===== src/rtl/nvram_pkg.sv =====
// Shared definitions for the NVRAM upload (save) and download paths.
//   state_t          : upload responder FSM states, also exported for debug
//   NVRAM_OOR_DATA   : byte returned for reads beyond the NVRAM size
//   NVRAM_RESET_DATA : ioctl_din value out of reset
package nvram_pkg;

  typedef enum logic [2:0] {
    IDLE,
    PAUSE_REQ,
    PAUSE_PAD,
    READY,
    READ_WAIT,
    DONE
  } state_t;

  localparam logic [7:0] NVRAM_OOR_DATA   = 8'hFF;
  localparam logic [7:0] NVRAM_RESET_DATA = 8'h00;

endpackage


===== src/rtl/nvram_upload_responder_if.sv =====
// HPS ioctl upload bus as seen by the NVRAM upload responder.
//   master : HPS side (hps_io), drives upload/index/rd/addr
//   slave  : responder side, drives din/wait/upload_req
//
// Handshake: ioctl_rd is a one-cycle strobe qualified by ioctl_upload.
// While ioctl_wait is high the HPS must not issue another ioctl_rd.
// ioctl_din holds the requested byte from the cycle ioctl_wait falls
// until the next read completes.
interface nvram_upload_responder_if;
  logic        ioctl_upload;
  logic [7:0]  ioctl_index;
  logic        ioctl_rd;
  logic [24:0] ioctl_addr;
  logic [7:0]  ioctl_din;
  logic        ioctl_wait;
  logic        ioctl_upload_req;

  modport master (
    output ioctl_upload, ioctl_index, ioctl_rd, ioctl_addr,
    input  ioctl_din, ioctl_wait, ioctl_upload_req
  );

  modport slave (
    input  ioctl_upload, ioctl_index, ioctl_rd, ioctl_addr,
    output ioctl_din, ioctl_wait, ioctl_upload_req
  );
endinterface


===== src/rtl/nvram_dirty_tracker.sv =====
// Tracks CPU writes into NVRAM and raises the autosave upload request.
//   clk_sys, reset : clock, async active-high reset
//   cpu_nvram_wr   : CPU write strobe into NVRAM (sets dirty)
//   clear          : upload finished (clears dirty; a coincident write wins)
//   idle           : responder is idle, request allowed
//   OSD_STATUS     : OSD open level, edge-detected here
//   autosave       : autosave enable
//   upload_req     : one-cycle request pulse to hps_io
module nvram_dirty_tracker (
  input  logic clk_sys,
  input  logic reset,
  input  logic cpu_nvram_wr,
  input  logic clear,
  input  logic idle,
  input  logic OSD_STATUS,
  input  logic autosave,
  output logic upload_req
);

  logic dirty;
  logic osd_prev;

  always_ff @(posedge clk_sys or posedge reset) begin
    if (reset) begin
      dirty      <= 1'b0;
      osd_prev   <= 1'b0;
      upload_req <= 1'b0;
    end else begin
      osd_prev <= OSD_STATUS;
      if (cpu_nvram_wr) begin
        dirty <= 1'b1;
      end else if (clear) begin
        dirty <= 1'b0;
      end
      // Only a rising edge of the OSD level fires, so the request cannot
      // repeat while the OSD stays open.
      upload_req <= OSD_STATUS && !osd_prev && autosave && dirty && idle;
    end
  end

endmodule


===== src/rtl/nvram_upload_responder.sv =====
// Serves HPS upload requests for the NVRAM dump on ioctl index DUMPINDEX.
// Pauses the CPU, reads the NVRAM B-port one byte per ioctl_rd and
// returns it on ioctl_din with ioctl_wait flow control.
//   clk_sys, reset  : clock, async active-high reset
//   ioctl           : HPS ioctl upload bus (slave side)
//   OSD_STATUS      : OSD open level (autosave trigger)
//   autosave        : autosave enable
//   cpu_nvram_wr    : CPU write strobe into NVRAM
//   paused          : CPU-paused acknowledge
//   pause_cpu       : pause request
//   nvram_address   : NVRAM B-port read address
//   nvram_data_in   : NVRAM B-port read data (RDLAT cycles after address)
//   busy            : high whenever the FSM is not IDLE
//   state           : FSM state, exported for debug
module nvram_upload_responder
  import nvram_pkg::*;
#(
  parameter int DUMPWIDTH = 8,
  parameter int DUMPINDEX = 4,
  parameter int PAUSEPAD  = 2,
  parameter int RDLAT     = 1
) (
  input  logic                 clk_sys,
  input  logic                 reset,
  nvram_upload_responder_if.slave ioctl,
  input  logic                 OSD_STATUS,
  input  logic                 autosave,
  input  logic                 cpu_nvram_wr,
  input  logic                 paused,
  output logic                 pause_cpu,
  output logic [DUMPWIDTH-1:0] nvram_address,
  input  logic [7:0]           nvram_data_in,
  output logic                 busy,
  output state_t               state
);

  localparam int PW = (PAUSEPAD < 1) ? 1 : $clog2(PAUSEPAD + 1);

  logic                 sel;
  logic [DUMPWIDTH-1:0] rd_addr;
  logic                 rd_oor;
  logic                 pending;
  logic [DUMPWIDTH-1:0] pend_addr;
  logic                 pend_oor;
  logic                 cur_oor;
  logic [PW-1:0]        padcnt;
  logic [1:0]           latcnt;

  assign sel     = ioctl.ioctl_upload && (ioctl.ioctl_index == 8'(DUMPINDEX));
  assign rd_addr = ioctl.ioctl_addr[DUMPWIDTH-1:0];
  assign rd_oor  = |ioctl.ioctl_addr[24:DUMPWIDTH];
  assign busy    = (state != IDLE);

  always_ff @(posedge clk_sys or posedge reset) begin
    if (reset) begin
      state            <= IDLE;
      pause_cpu        <= 1'b0;
      ioctl.ioctl_wait <= 1'b0;
      ioctl.ioctl_din  <= NVRAM_RESET_DATA;
      nvram_address    <= '0;
      pending          <= 1'b0;
      pend_addr        <= '0;
      pend_oor         <= 1'b0;
      cur_oor          <= 1'b0;
      padcnt           <= '0;
      latcnt           <= '0;
    end else begin
      case (state)
        IDLE: begin
          if (sel) begin
            state            <= PAUSE_REQ;
            pause_cpu        <= 1'b1;
            ioctl.ioctl_wait <= 1'b1;
          end
        end

        PAUSE_REQ, PAUSE_PAD: begin
          if (!sel) begin
            state            <= DONE;
            pause_cpu        <= 1'b0;
            ioctl.ioctl_wait <= 1'b0;
            pending          <= 1'b0;
          end else begin
            // A strobe that arrives before the pause settles is parked and
            // served as soon as READY is reached; a second one is dropped.
            if (ioctl.ioctl_rd && !pending) begin
              pending   <= 1'b1;
              pend_addr <= rd_addr;
              pend_oor  <= rd_oor;
            end
            if (state == PAUSE_REQ) begin
              if (paused) begin
                padcnt <= PW'(PAUSEPAD);
                if (PAUSEPAD == 0) begin
                  state            <= READY;
                  ioctl.ioctl_wait <= pending || ioctl.ioctl_rd;
                end else begin
                  state <= PAUSE_PAD;
                end
              end
            end else begin
              padcnt <= padcnt - 1'b1;
              if (padcnt <= PW'(1)) begin
                state            <= READY;
                ioctl.ioctl_wait <= pending || ioctl.ioctl_rd;
              end
            end
          end
        end

        READY: begin
          if (!sel) begin
            state            <= DONE;
            pause_cpu        <= 1'b0;
            ioctl.ioctl_wait <= 1'b0;
            pending          <= 1'b0;
          end else if (pending || ioctl.ioctl_rd) begin
            nvram_address    <= pending ? pend_addr : rd_addr;
            cur_oor          <= pending ? pend_oor : rd_oor;
            pending          <= 1'b0;
            ioctl.ioctl_wait <= 1'b1;
            latcnt           <= 2'(RDLAT);
            state            <= READ_WAIT;
          end else begin
            ioctl.ioctl_wait <= 1'b0;
          end
        end

        READ_WAIT: begin
          // Strobes here are ignored; the HPS is being held off by wait.
          if (!sel) begin
            state            <= DONE;
            pause_cpu        <= 1'b0;
            ioctl.ioctl_wait <= 1'b0;
            pending          <= 1'b0;
          end else if (latcnt == 2'd0) begin
            ioctl.ioctl_din  <= cur_oor ? NVRAM_OOR_DATA : nvram_data_in;
            ioctl.ioctl_wait <= 1'b0;
            state            <= READY;
          end else begin
            latcnt <= latcnt - 2'd1;
          end
        end

        DONE: begin
          pause_cpu        <= 1'b0;
          ioctl.ioctl_wait <= 1'b0;
          pending          <= 1'b0;
          state            <= IDLE;
        end

        default: state <= IDLE;
      endcase
    end
  end

  nvram_dirty_tracker u_dirty (
    .clk_sys      (clk_sys),
    .reset        (reset),
    .cpu_nvram_wr (cpu_nvram_wr),
    .clear        (state == DONE),
    .idle         (state == IDLE),
    .OSD_STATUS   (OSD_STATUS),
    .autosave     (autosave),
    .upload_req   (ioctl.ioctl_upload_req)
  );

endmodule

===== src/flat_wrapper.sv =====
// flat-port wrapper written by rule: the top's interface ports become plain ports
module nvram_upload_responder_flat import nvram_pkg::*;
#(
  parameter int DUMPWIDTH = 8,
  parameter int DUMPINDEX = 4,
  parameter int PAUSEPAD  = 2,
  parameter int RDLAT     = 1
)
  (clk_sys, reset, OSD_STATUS, autosave, cpu_nvram_wr, paused, pause_cpu, nvram_address, nvram_data_in, busy, state, ioctl_ioctl_upload, ioctl_ioctl_index, ioctl_ioctl_rd, ioctl_ioctl_addr, ioctl_ioctl_din, ioctl_ioctl_wait, ioctl_ioctl_upload_req);
  nvram_upload_responder_if ioctl_i ();
  input  logic clk_sys;
  input  logic reset;
  input  logic OSD_STATUS;
  input  logic autosave;
  input  logic cpu_nvram_wr;
  input  logic paused;
  output logic pause_cpu;
  output logic [DUMPWIDTH-1:0] nvram_address;
  input  logic [7:0] nvram_data_in;
  output logic busy;
  output state_t state;
  input wire logic [$bits(ioctl_i.ioctl_upload)-1:0] ioctl_ioctl_upload;
  input wire logic [$bits(ioctl_i.ioctl_index)-1:0] ioctl_ioctl_index;
  input wire logic [$bits(ioctl_i.ioctl_rd)-1:0] ioctl_ioctl_rd;
  input wire logic [$bits(ioctl_i.ioctl_addr)-1:0] ioctl_ioctl_addr;
  output wire logic [$bits(ioctl_i.ioctl_din)-1:0] ioctl_ioctl_din;
  output wire logic [$bits(ioctl_i.ioctl_wait)-1:0] ioctl_ioctl_wait;
  output wire logic [$bits(ioctl_i.ioctl_upload_req)-1:0] ioctl_ioctl_upload_req;
  assign ioctl_i.ioctl_upload = ioctl_ioctl_upload;
  assign ioctl_i.ioctl_index = ioctl_ioctl_index;
  assign ioctl_i.ioctl_rd = ioctl_ioctl_rd;
  assign ioctl_i.ioctl_addr = ioctl_ioctl_addr;
  assign ioctl_ioctl_din = ioctl_i.ioctl_din;
  assign ioctl_ioctl_wait = ioctl_i.ioctl_wait;
  assign ioctl_ioctl_upload_req = ioctl_i.ioctl_upload_req;
  nvram_upload_responder #(.DUMPWIDTH(DUMPWIDTH), .DUMPINDEX(DUMPINDEX), .PAUSEPAD(PAUSEPAD), .RDLAT(RDLAT)) u_core (.clk_sys(clk_sys), .reset(reset), .ioctl(ioctl_i), .OSD_STATUS(OSD_STATUS), .autosave(autosave), .cpu_nvram_wr(cpu_nvram_wr), .paused(paused), .pause_cpu(pause_cpu), .nvram_address(nvram_address), .nvram_data_in(nvram_data_in), .busy(busy), .state(state));
endmodule

===== config.mk =====
export PLATFORM = sky130hd
export DESIGN_NAME = nvram_upload_responder_flat
export DESIGN_NICKNAME = d
export VERILOG_FILES = /design/src/rtl/nvram_pkg.sv /design/src/rtl/nvram_upload_responder_if.sv /design/src/rtl/nvram_dirty_tracker.sv /design/src/rtl/nvram_upload_responder.sv /design/src/flat_wrapper.sv
export SDC_FILE = /design/constraint.sdc
export NUM_CORES = 1
export LEC_CHECK = 0
export ABC_AREA = 1
export CORE_MARGIN = 3
export CORE_UTILIZATION = 40
export CTS_CLUSTER_SIZE = 28
export DETAILED_ROUTE_END_ITERATION = 8
export PLACE_DENSITY = 0.79
export SETUP_SLACK_MARGIN = 0.02
export SYNTH_ARGS = -nofsm -noshare
export SYNTH_HDL_FRONTEND = slang
export SYNTH_SLANG_ARGS = --single-unit

===== constraint.sdc =====
create_clock -name clk_sys -period 1.8 [get_ports clk_sys]
set_input_delay 0.36 -clock clk_sys [delete_from_list [all_inputs] [get_ports clk_sys]]
set_output_delay 0.36 -clock clk_sys [all_outputs]
set_load 0.02 [all_outputs]

* Word level (Yosys, flattened, before mapping)
Index checks and enable logic that the tools add are counted. Widths: inputs -> output; s select.
Word-level totals: bits in registers 39, output and inout bits 23, logic and storage cells 105
Cells by class: $add $sub $neg 2, magnitude comparators 1, equality and inequality tests 21, multiplexer cells 38, reduce and logical (&&, ||, !) cells 29
Operators by type and width (count):
- $mux 3 | 9
- $reduce_or 17->1 | 1
- $mux 1 | 16
- $mux 8 | 2
- $ne 3x3->1 const B | 5
- $reduce_and 3->1 | 5
- $reduce_and 5->1 | 3
- $mux 2 | 6
- $pmux 3 s4 | 1
- $eq 8x3->1 const B | 1
- $ne 2x1->1 const B | 4
- $ne 2x2->1 const B | 4
- $ne 4x4->1 const B | 2
- $eq 3x2->1 const B | 2
- $eq 3x3->1 const B | 2
- $logic_and 1x1->1 | 6
- $reduce_bool 3->1 | 2
- $pmux 1 s5 | 1
- $reduce_bool 5->1 | 1
- $pmux 1 s4 | 1
- $pmux 2 s2 | 1
- $reduce_and 4->1 | 1
- $reduce_bool 2->1 | 2
- $reduce_bool 4->1 | 1
- 10 further kinds | 12

* Depth between registers and ports, before layout
Gate-level depths: netlist (run 1).
depth in word-level cells 5, gate-level depth with buffers 10

* By module
A second synthesis (run 1) with hierarchy kept.
Second synthesis, totals: cell total of the unflattened synthesis 263, area, all modules 2100.8 µm²
Modules (own cells, without submodules):
- nvram_upload_responder | times used 1, cells an instance 253, area an instance 1983.2 µm², seq. area each 900.9 µm²
- nvram_dirty_tracker | times used 1, cells an instance 10, area an instance 117.6 µm², seq. area each 75.1 µm²

* Worst setup path after synthesis (run 1)
No wires, ideal clock.
path type reg-to-reg, start reg u_core.state[2], end reg u_core.state[0], library setup time 118 ps, data arrival time 1402 ps, data required time 1682 ps, slack 280 ps, cell stages (with the launch flop) 11, path buffers 1, clock period less this slack 1520 ps, cell sequence dfrtp_1 buf_2 inv_2 nand2_2 inv_1 nand2_1 nand2_1 nor2_1 nand2_1 nand2_1 nand2_1
Between the ends: word-level cells in the longest chain between the ends 4, elaborated cells on any way between the ends 15, classes of those cells eq/ne: 9; mux: 3; reduce/logical: 3
RTL lines:
- start, declared | line nvram_upload_responder.sv:34 | output state_t state
- start signal, assigned | line nvram_upload_responder.sv:56 | state <= IDLE;
- start signal, assigned | line nvram_upload_responder.sv:71 | state <= PAUSE_REQ;
- start signal, assigned | line nvram_upload_responder.sv:79 | state <= DONE;
- $eq 3x2->1 or $eq 3x1->1 (tied branches) | line nvram_upload_responder.sv:68, nvram_upload_responder.sv:91
- $reduce_or 2->1 or $mux 3 (tied branches) | line nvram_upload_responder.sv:68, nvram_upload_responder.sv:91
- $ne 4x4->1 (no source line) or $mux 3 (tied branches)
- $reduce_and 5->1 (no source line) or $pmux 3 s4 (tied branches)
Several ways; a longest one is shown, not always the timed one. A chain may end at the register's enable or synchronous reset.

* Worst setup path in the final report (run 1)
start reg u_core.ioctl.ioctl_din[3], end out ioctl_ioctl_din[3]
RTL lines:
- start, declared | line nvram_upload_responder_if.sv:25 | output ioctl_din, ioctl_wait, ioctl_upload_req
- start signal, assigned | line nvram_upload_responder.sv:137 | ioctl.ioctl_din <= cur_oor ? NVRAM_OOR_DATA : nvram_data_in;
- end, declared | line flat_wrapper.sv:26 | output wire logic [$bits(ioctl_i.ioctl_din)-1:0] ioctl_ioctl_din;
No word-level cell between the ends.

==> run_results.csv, run 1 <==
group,metric,value,unit
outcome,status,"complete, no violations",
layout,register_area,975.9,um2
floorplan,initial_core_util,0.4235,
floorplan,die_area,6029,um2
critical_path,start_kind,"register",
clock_tree,cts_tree,"done",
yosys,yosysTopAreaCell,"dfrtp_1",
floorplan,rows,25,
critical_path,crit_chain,"clkdlybuf4s50_1",
grt,grt_max_degree,40,
pwr,pwr-share-comb,0.365,
clock_tree,worstSkewPairLatency,280,ps
timing,rsz0062_at_grt,"no",
layout,fillers,425,
critical_path,worstRegToRegCells,8,
yosys,synth_cell_types,29,
placement,dp_hpwl,4.002,mm
floorplan,die_w,77.65,um
timing,setup_viol,0,
timing,fin_ws,163.0,ps
layout,drive_above_1_share,0.1217,
job,cap_violations,0,
layout,design_area,3055,um2
critical_path,path_class,"register to primary output",
grt,grt.total_usage,0.1797,
placement,place_area,2963,um2
yosys,synth-seq-cells,39,
drt,detailedRoute.firstIterationViolations,146,
clock_tree,clk_pin_slew_worst_paths,70,ps
yosys,syn_nets,307,
yosys,yosysSeqAreaShare,0.4753,
grt,antenna_found_initial,0,
pwr,power.internal,1.593,mW
yosys,ys_warn_count,0,
timing,finClkSkew,6.120,ps
timing,slew_headroom,0.7250,
timing,hold_viol,0,
pwr,ir_drop,0.5302,mV
critical_path,path_depth,1,
timing,period_share,0.9095,
floorplan,core,4848,um2
pwr,share_seq_of_total_power,0.394,
layout,antennaDiodeCount,0,
placement,dpl_worst_slack,-108.6,ps
critical_path,arrival,1280,ps
clock_tree,cts-root-buf,"clkbuf_8",
yosys,syn_area,2053,um2
clock_tree,clock_sinks,39,
clock_tree,cts_made_buffers,5,
critical_path,cp_max_fo,2,
grt,grt_overflow,0,
critical_path,critical-path-slowest-cell,"clkdlybuf4s50_1",
critical_path,critPathBufInv,1,
drt,post-route-drc-count,0,
yosys,synth_cells,256,
yosys,syn_avg_cell_area,8.020,um2
critical_path,cp.required,1440,ps
drt,ant_nets,0,
grt,first_global_vias,1970,
pwr,p_leak,1.475,nW
clock_tree,cts_buffer_depth,2,
floorplan,die_h,77.65,um
hold_path,min_path_cells,1,
pwr,pwr-share-clk,0.241,
grt,grt_pass1_wl,8.818,mm
drt,dr.pass1.iters,4,
floorplan,ioPinCount,72,
drt,drt-vias-per-instance,4.915,
drt,drt-total-wl,5.138,mm
yosys,synth_area_leaders,"dfrtp_1, nand2_1, o21ai_1, nor2_1, nand3_1",
timing,final_max_slew_viol_count,0,
drt,vias,2025,
yosys,yosysTopAreaCellShare,0.4753,
layout,multi_input_area,963.4,um2
timing,period_minus_slack,1637,ps
clock_tree,h-tree-depth,2,
hold_path,hp-class,"register to register",
drt,wire_per_inst,12.47,um
timing,worst_pin_slew,409.3,ps
layout,fin_nets,396,
pwr,switching_power,0.8487,mW
pwr,switching_share,0.3475,
layout,area_delta_synth_final,48.81,%
clock_tree,ctsHoldBuffers,0,
critical_path,cpPeakStageDelay,620,ps
placement,port_buffers,71,
timing,max_freq,610.9,MHz
pwr,power_density,799.3,nW/um2
critical_path,end_kind,"primary output",
critical_path,path_delay_family,"buffers and inverters",
placement,globalplace.congestion,0.8470,
==> per-layer routing <==
| metal | part of all wire | up-vias | GRT usage |
|---|---|---|---|
| met5 | 0 | - | 0 |
| met4 | 0.0029 | 0 | 0.04270 |
| met3 | 0.094 | 2 | 0.05800 |
| met2 | 0.49 | 84 | 0.3091 |
| met1 | 0.42 | 930 | 0.2174 |
| li1 | - | 1009 | - |
==> power groups by stage <==
stage	registers, mW	clock network, mW	logic (mW)
3_3_place_gp	0.972	0	0.884
6_report	0.962	0.588	0.892
2_1_floorplan	1.02	0	0.477
3_5_place_dp	0.975	0	0.903
4_1_cts	0.960	0.600	0.893
5_1_grt	0.969	0.633	0.987
==> kinds of logic (layout without fill, tap and decap cells) <==
group,Yosys count,count (layout),share of synthesized area
DFF,39,39,0.4753
and+or+nand+nor,145,145,0.3315
buffers and inverters,28,117,0.05667
adders and majority gates,2,2,0.01219
AOI/OAI and AO/OA,35,35,0.09019
muxes,7,7,0.03413
==> placed cells by master, fill, tap and decap left out, types with 3 or more instances in the layout <==
cell,count
nand2_1,77
clkdlybuf4s50_1,67
dfrtp_1,39
nor2_1,26
o21ai_1,23
inv_1,18
nand3_1,15
buf_4,14
mux2i_1,7
clkbuf_8,6
nor3_1,5
inv_2,5
a21oi_1,5
nand4_1,4
o21ai_0,3
nor2_2,3
nor2_4,3
nand3_2,3
==> area by class of cell <==
class | instances | area share
tap | 67 | 0.02744
clock buffer | 6 | 0.02703
inverter | 23 | 0.02826
multi-input combinational | 189 | 0.3153
clock inverter | 1 | 0.001638
timing repair buffer | 87 | 0.2809
sequential | 39 | 0.3194
==> flip-flops by register name (all words and copies together) (netlist names) <==
register and count:
u_core.pend_oor 1, u_core.pause_cpu 1, u_core.pending 1, u_core.ioctl.ioctl_din 8, u_core.u_dirty.osd_prev 1, u_core.u_dirty.dirty 1, u_core.padcnt 2, u_core.cur_oor 1
u_core.latcnt 2, u_core.nvram_address 8, u_core.pend_addr 8, u_core.state 3, u_core.u_dirty.upload_req 1, u_core.ioctl.ioctl_wait 1
==> timing repair <==
item,in CTS,in global routing
setup buffers,0,0
gates resized for setup,2,3
setup endpoints to repair,2,3
==> worst paths after layout <==
check                                             to                      start  slack [ps]
min in group asynchronous  u_core.ioctl.ioctl_din[7]                      reset         430
hold / removal             u_core.u_dirty.upload_req    u_core.u_dirty.osd_prev         410
setup / recovery                  ioctl_ioctl_din[3]  u_core.ioctl.ioctl_din[3]         160
setup reg to reg                     u_core.state[0]            u_core.state[1]         260
hold reg to reg            u_core.u_dirty.upload_req    u_core.u_dirty.osd_prev         410
max in group asynchronous            u_core.state[0]                      reset        1170
==> stage by stage <==
stage	total power [mW]	hold slack, ps	util	TNS (ps)	std cells
after global placement	1.855	389.4	0.6111	-834.3	405
final	2.442	407.7	0.6302	0	412
after floorplan	1.501	384.5	-	0	256
after detailed placement	1.878	402.7	0.6111	-1441	405
after CTS	2.454	412.3	0.6286	0	412
after global routing	2.588	441.7	0.6302	0	412
==> cell usage after synthesis, drive strengths merged <==
cell / n
a21boi: 2
a21o: 1
a21oi: 5
and2: 1
buf: 5
dfrtp: 39
ha: 2
inv: 23
mux2i: 7
nand2: 79
nand3: 20
nand3b: 3
nand4: 4
nor2: 32
nor3: 5
nor4b: 1
o21ai: 26
o31ai: 1
(Power assumes the default switching activity.)
==> inputs of run 2 (changes only) <==
--- a/config.mk
+++ b/config.mk
@@ -11,7 +11,8 @@
 export CTS_CLUSTER_SIZE = 28
 export DETAILED_ROUTE_END_ITERATION = 8
 export PLACE_DENSITY = 0.79
-export SETUP_SLACK_MARGIN = 0.02
+export REMOVE_ABC_BUFFERS = 1
+export SETUP_SLACK_MARGIN = 0.5
 export SYNTH_ARGS = -nofsm -noshare
 export SYNTH_HDL_FRONTEND = slang
 export SYNTH_SLANG_ARGS = --single-unit
==> run 2 against run 1 <==
  * Final cell count rose by 6.3%
  * Setup slack improved by 170 ps
  * Clock skew up 0.94 ps
  * Register-to-register slack gained 70 ps
  * Maximum frequency rose by 11%
  * Sequential cell count did not move
  * First-iteration DRC count decreased by 36%
  * Largest cell class is now multi-input gates
==> run_results.csv, run 2 (synthesis gave the netlist of run 1 again) <==
group,metric,value,unit
layout,reg_top3,"u_core.ioctl.ioctl_din (8), u_core.nvram_address (8), u_core.pend_addr (8)",
critical_path,cp.required,1980,ps
grt,grt.total_usage,0.1998,
timing,worst_pin_slew,412.8,ps
drt,post-route-drc-count,0,
clock_tree,worstSkewPairLatency,290,ps
floorplan,die_h,77.65,um
grt,grt_overflow,0,
outcome,status,"complete, no violations",
timing,finClkSkew,7.059,ps
drt,drt-total-wl,6.291,mm
job,cap_violations,0,
timing,hold_viol,0,
placement,numPlacedInstances,410,
layout,fillers,361,
grt,grt_max_degree,25,
layout,drive_above_1_share,0.3827,
timing,max_freq,681.1,MHz
floorplan,die_area,6029,um2
placement,dp_hpwl,4.165,mm
drt,vias,2175,
clock_tree,h-tree-depth,2,
floorplan,initial_core_util,0.4235,
clock_tree,cts_buffer_depth,2,
timing,final_max_slew_viol_count,0,
clock_tree,clock_sinks,39,
timing,whs,393.0,ps
placement,port_buffers,71,
drt,ant_nets,0,
floorplan,ioPinCount,72,
placement,globalplace.congestion,0.8322,
critical_path,cp_max_fo,7,
drt,drt-vias-per-instance,4.966,
drt,dr.pass1.iters,4,
layout,area_delta_synth_final,72.27,%
timing,period_share,0.8157,
floorplan,rows,25,
critical_path,arrival,1650,ps
critical_path,worstReg2RegEnd,"u_core.state[1]",
critical_path,path_class,"register to register",
timing,rsz0062_at_grt,"yes",
grt,first_global_vias,2232,
critical_path,end_kind,"register",
clock_tree,clk_pin_slew_worst_paths,80,ps
critical_path,worstRegToRegCells,7,
pwr,p_leak,1.704,nW
grt,antenna_found_initial,0,
clock_tree,cts_made_buffers,5,
layout,final_common_cell,"nand2_1",
layout,fin_nets,421,
floorplan,core,4848,um2
hold_path,hp-class,"input pin to asynchronous set/reset pin",
clock_tree,cts_tree,"done",
drt,wire_per_inst,14.36,um
pwr,power_density,900.9,nW/um2
layout,utilization,0.7295,
pwr,ir_drop,0.7400,mV
layout,layout.cells.non_filler,438,
drt,detailedRoute.firstIterationViolations,94,
timing,setup_viol,0,
pwr,p_total,3.187,mW
critical_path,start_kind,"register",
clock_tree,cts-root-buf,"clkbuf_8",
timing,slew_headroom,0.7233,
floorplan,die_w,77.65,um
layout,antennaDiodeCount,0,
critical_path,r2r-start,"u_core.state[0]",
timing,period_minus_slack,1468,ps
critical_path,ff2ff_setup_slack,330,ps
grt,grt_pass1_wl,9.818,mm
layout,layout_common_cells,"nand2_1, clkdlybuf4s50_1, dfrtp_1",
[run 2: changes by cell type in the layout (fill, tap and decap cells not counted), sizes merged, moves of 2 or more]
cell,delta
buf,+46
clkdlybuf4s50,-28
clkdlybuf4s15,+7
bufinv,+2
dlymetal6s2s,-2
[run 2: cell type report]
cell class | count | area, um2 | area share
Tap cell | 67 | 83.83 | 0.02370
Clock buffer | 6 | 72.57 | 0.02052
Multi-Input combinational cell | 190 | 1246 | 0.3523
Inverter | 23 | 96.34 | 0.02724
Clock inverter | 2 | 60.06 | 0.01698
Timing Repair Buffer | 111 | 1002 | 0.2833
Sequential cell | 39 | 975.9 | 0.2759
[run 2: worst max-delay path by stage]
stage / startpoint / endpoint / slack, ps / cells after the start
3_3_place_gp: ioctl_ioctl_index[2] / u_core.latcnt[0] / -80 / 10
4_1_cts: u_core.latcnt[1] / u_core.state[1] / 370 / 10
2_1_floorplan: u_core.pending / u_core.state[0] / 200 / 8
3_5_place_dp: ioctl_ioctl_index[2] / u_core.nvram_address[3] / -140 / 9
5_1_grt: u_core.state[0] / u_core.state[0] / 250 / 7
6_report: u_core.state[0] / u_core.state[1] / 330 / 7
[run 2: what timing repair did]
action                                 in CTS  in global routing
endpoints found under the hold margin       0                  0
setup buffers                               9                  8
hold buffers                                0                  0
gates resized for setup                   120                 86
setup endpoints to repair                  59                 50
cloned                                      1                  2
pin swaps                                  12                 29
[run 2: per-layer routing]
| metal | up-vias | routed length [um] | share of wire | global-route usage |
|---|---|---|---|---|
| met4 | 0 | 163 | 0.026 | 0.07117 |
| met2 | 82 | 3254 | 0.52 | 0.3579 |
| li1 | 1067 | - | - | - |
| met5 | - | 0 | 0 | 0 |
| met1 | 1008 | 2431 | 0.39 | 0.2235 |
| met3 | 18 | 442 | 0.070 | 0.05800 |
[run 2: metrics by stage]
stage / setup WS (ps) / cell area [um2] / TNS (ps)
after floorplan: 196.2 / 2023 / 0
after global placement: -82.75 / 2988 / -1411
after detailed placement: -144.2 / 2988 / -3137
after CTS: 368.8 / 3247 / 0
after global routing: 251.1 / 3537 / 0
final: 331.7 / 3537 / 0
[run 2: worst max-delay path, cell delays in order, from the launching register on]
cell	delay [ps]
dfrtp_1	410
buf_6	170
inv_4	50
nor3_2	320
nand3b_4	240
nand2_2	60
nand2_1	50
nand2_1	50
[run 2: where the power goes]
part,internal (mW),total [mW],switching [mW]
clock network,0.554,0.850,0.297
registers,0.929,0.973,0.0433
logic,0.595,1.36,0.768
total,2.08,3.19,1.11
==> inputs of run 3 (changes only) <==
==> constraint.sdc (replaced) <==
create_clock -name clk_sys -period 1.4 [get_ports clk_sys]
set_input_delay 0.28 -clock clk_sys [delete_from_list [all_inputs] [get_ports clk_sys]]
set_output_delay 0.28 -clock clk_sys [all_outputs]
set_load 0.02 [all_outputs]
==> run 3 against run 2 <==
  * The flow now finishes with violations (setup timing)
  * Highest routed layer unchanged
  * Final area increased by 17%
  * Clock skew decreased by 4.4 ps
  * Global-route usage increased by 2.8 points
  * First-iteration DRC count increased by 83%
  * Largest cell class unchanged
  * Combinational power increased by 75%
  * Critical path type unchanged
==> run_results.csv, run 3 (synthesis gave the netlist of run 1 again) <==
group,metric,value,unit
outcome,status,"finished with violations",
outcome,violations,"setup timing",
timing,whs,358.6,ps
grt,grt_max_degree,40,
timing,worst_pin_slew,300.2,ps
layout,layout.cells.non_filler,468,
clock_tree,cts-root-buf,"clkbuf_8",
drt,vias,2502,
critical_path,path_class,"register to register",
grt,antenna_found_initial,0,
layout,fin_nets,451,
placement,globalplace.congestion,0.8444,
layout,utilization,0.8514,
placement,dp_hpwl,4.027,mm
clock_tree,worstSkewPairLatency,290,ps
grt,grt.total_usage,0.2282,
placement,port_buffers,71,
layout,antennaDiodeCount,0,
drt,ant_nets,0,
critical_path,cpPeakStageDelay,470,ps
timing,finClkSkew,2.611,ps
drt,drt-vias-per-instance,5.346,
critical_path,cp_max_fo,8,
clock_tree,clock_sinks,39,
critical_path,crit_chain,"nor2_4, buf_6, buf_4, nand2_4, inv_4, nand3_4, buf_8, nand2_2, o21ai_1",
floorplan,rows,25,
timing,final_max_slew_viol_count,0,
floorplan,initial_core_util,0.4235,
floorplan,die_h,77.65,um
pwr,power_density,1123,nW/um2
pwr,ir_drop,1.214,mV
drt,dr.pass1.iters,4,
drt,drt-total-wl,8.442,mm
timing,rsz0062_at_grt,"yes",
clock_tree,cts_buffer_depth,2,
drt,wire_per_inst,18.04,um
clock_tree,h-tree-depth,2,
grt,grt_pass1_wl,11.14,mm
drt,detailedRoute.firstIterationViolations,172,
critical_path,end_kind,"register",
layout,reg_top3,"u_core.ioctl.ioctl_din (8), u_core.nvram_address (8), u_core.pend_addr (8)",
timing,slew_headroom,0.7998,
clock_tree,cts_made_buffers,5,
timing,period_minus_slack,1518,ps
job,cap_violations,0,
critical_path,cp.required,1570,ps
critical_path,start_kind,"register",
layout,area_delta_synth_final,101.0,%
floorplan,die_area,6029,um2
layout,layout_common_cells,"buf_4, buf_6, clkdlybuf4s50_1",
critical_path,arrival,1690,ps
clock_tree,clk_pin_slew_worst_paths,80,ps
timing,fin_ws,-117.7,ps
placement,numPlacedInstances,416,
pwr,p_leak,1.962,nW
timing,hold_viol,0,
clock_tree,ctsHoldBuffers,0,
floorplan,ioPinCount,72,
layout,drive_above_1_share,0.5212,
grt,grt_overflow,0,
critical_path,critical-path-slowest-cell,"dfrtp_2",
grt,first_global_vias,2392,
timing,max_freq,658.9,MHz
hold_path,hp-class,"input pin to asynchronous set/reset pin",
timing,setup_viol,27,
floorplan,die_w,77.65,um
layout,final_common_cell,"buf_4",
timing,period_share,1.084,
clock_tree,cts_tree,"done",
floorplan,core,4848,um2
drt,post-route-drc-count,0,
## run 3: cell types whose count changed in the layout (fill, tap and decap cells not counted), sizes merged
cell / previous run / this run
dlygate4sd2: 2 / 3
clkbuf: 7 / 6
buf: 62 / 92
clkdlybuf4s50: 39 / 38
nor2: 32 / 33
clkinv: 0 / 1
dlymetal6s2s: 0 / 1
bufinv: 2 / 1
clkdlybuf4s15: 7 / 6
## run 3: cell type report
type,count,area [um2]
flip-flops and latches,39,978.4
repair buffers,140,1414
well taps,67,83.83
inverters,23,103.9
clock inverters,2,35.03
fillers,247,720.7
clock buffers,6,82.58
multi-input cells,191,1430
## run 3: per-layer routing
| metal | up-vias | track usage | wire length [um] |
|---|---|---|---|
| li1 | 1134 | - | - |
| met1 | 1217 | 0.2532 | 3001 |
| met2 | 121 | 0.4238 | 4559 |
| met3 | 30 | 0.05568 | 573 |
| met4 | 0 | 0.07117 | 308 |
| met5 | - | 0 | 0 |
## run 3: worst paths after layout
kind,startpoint,endpoint,slack [ps],cells past startpoint
setup / recovery,u_core.state[1],u_core.ioctl.ioctl_din[7],-120,9
hold / removal,reset,u_core.ioctl.ioctl_din[1],360,3
setup reg to reg,u_core.state[1],u_core.ioctl.ioctl_din[7],-120,9
min in group clk_sys,u_core.u_dirty.osd_prev,u_core.u_dirty.upload_req,430,1
max in group asynchronous,reset,u_core.state[0],830,3
hold reg to reg,u_core.u_dirty.osd_prev,u_core.u_dirty.upload_req,430,1
## run 3: repair_timing
item                                    in CTS  in global routing
gates resized for setup                    232                 70
endpoints found under the setup margin      61                 61
setup buffers                               21                 19
pin swaps                                   40                 26
cloned                                       4                  0
## run 3: through the flow
stage	instance area, um2	worst slack [ps]	setup TNS, ps	power [mW]
2_1_floorplan	2023	-203.8	-900.0	1.916
3_3_place_gp	3045	-405.5	-12780	2.570
3_5_place_dp	3045	-447.4	-14380	2.589
4_1_cts	3749	-6.930	-7.338	4.027
5_1_grt	4128	-193.8	-3022	4.823
6_report	4128	-117.7	-1390	4.634
## run 3: critical path: cells and delay by family, from the launching register on
kind            cells  cell delay [ps]
flops               1              470
buf+inv             4              460
compound gates      1               80
simple gates        4              380
## run 3: power breakdown
group	internal [mW]	switching, mW	total [mW]
registers	1.20	0.0725	1.27
logic	1.14	1.24	2.38
clock network	0.577	0.411	0.988
total	2.91	1.72	4.63
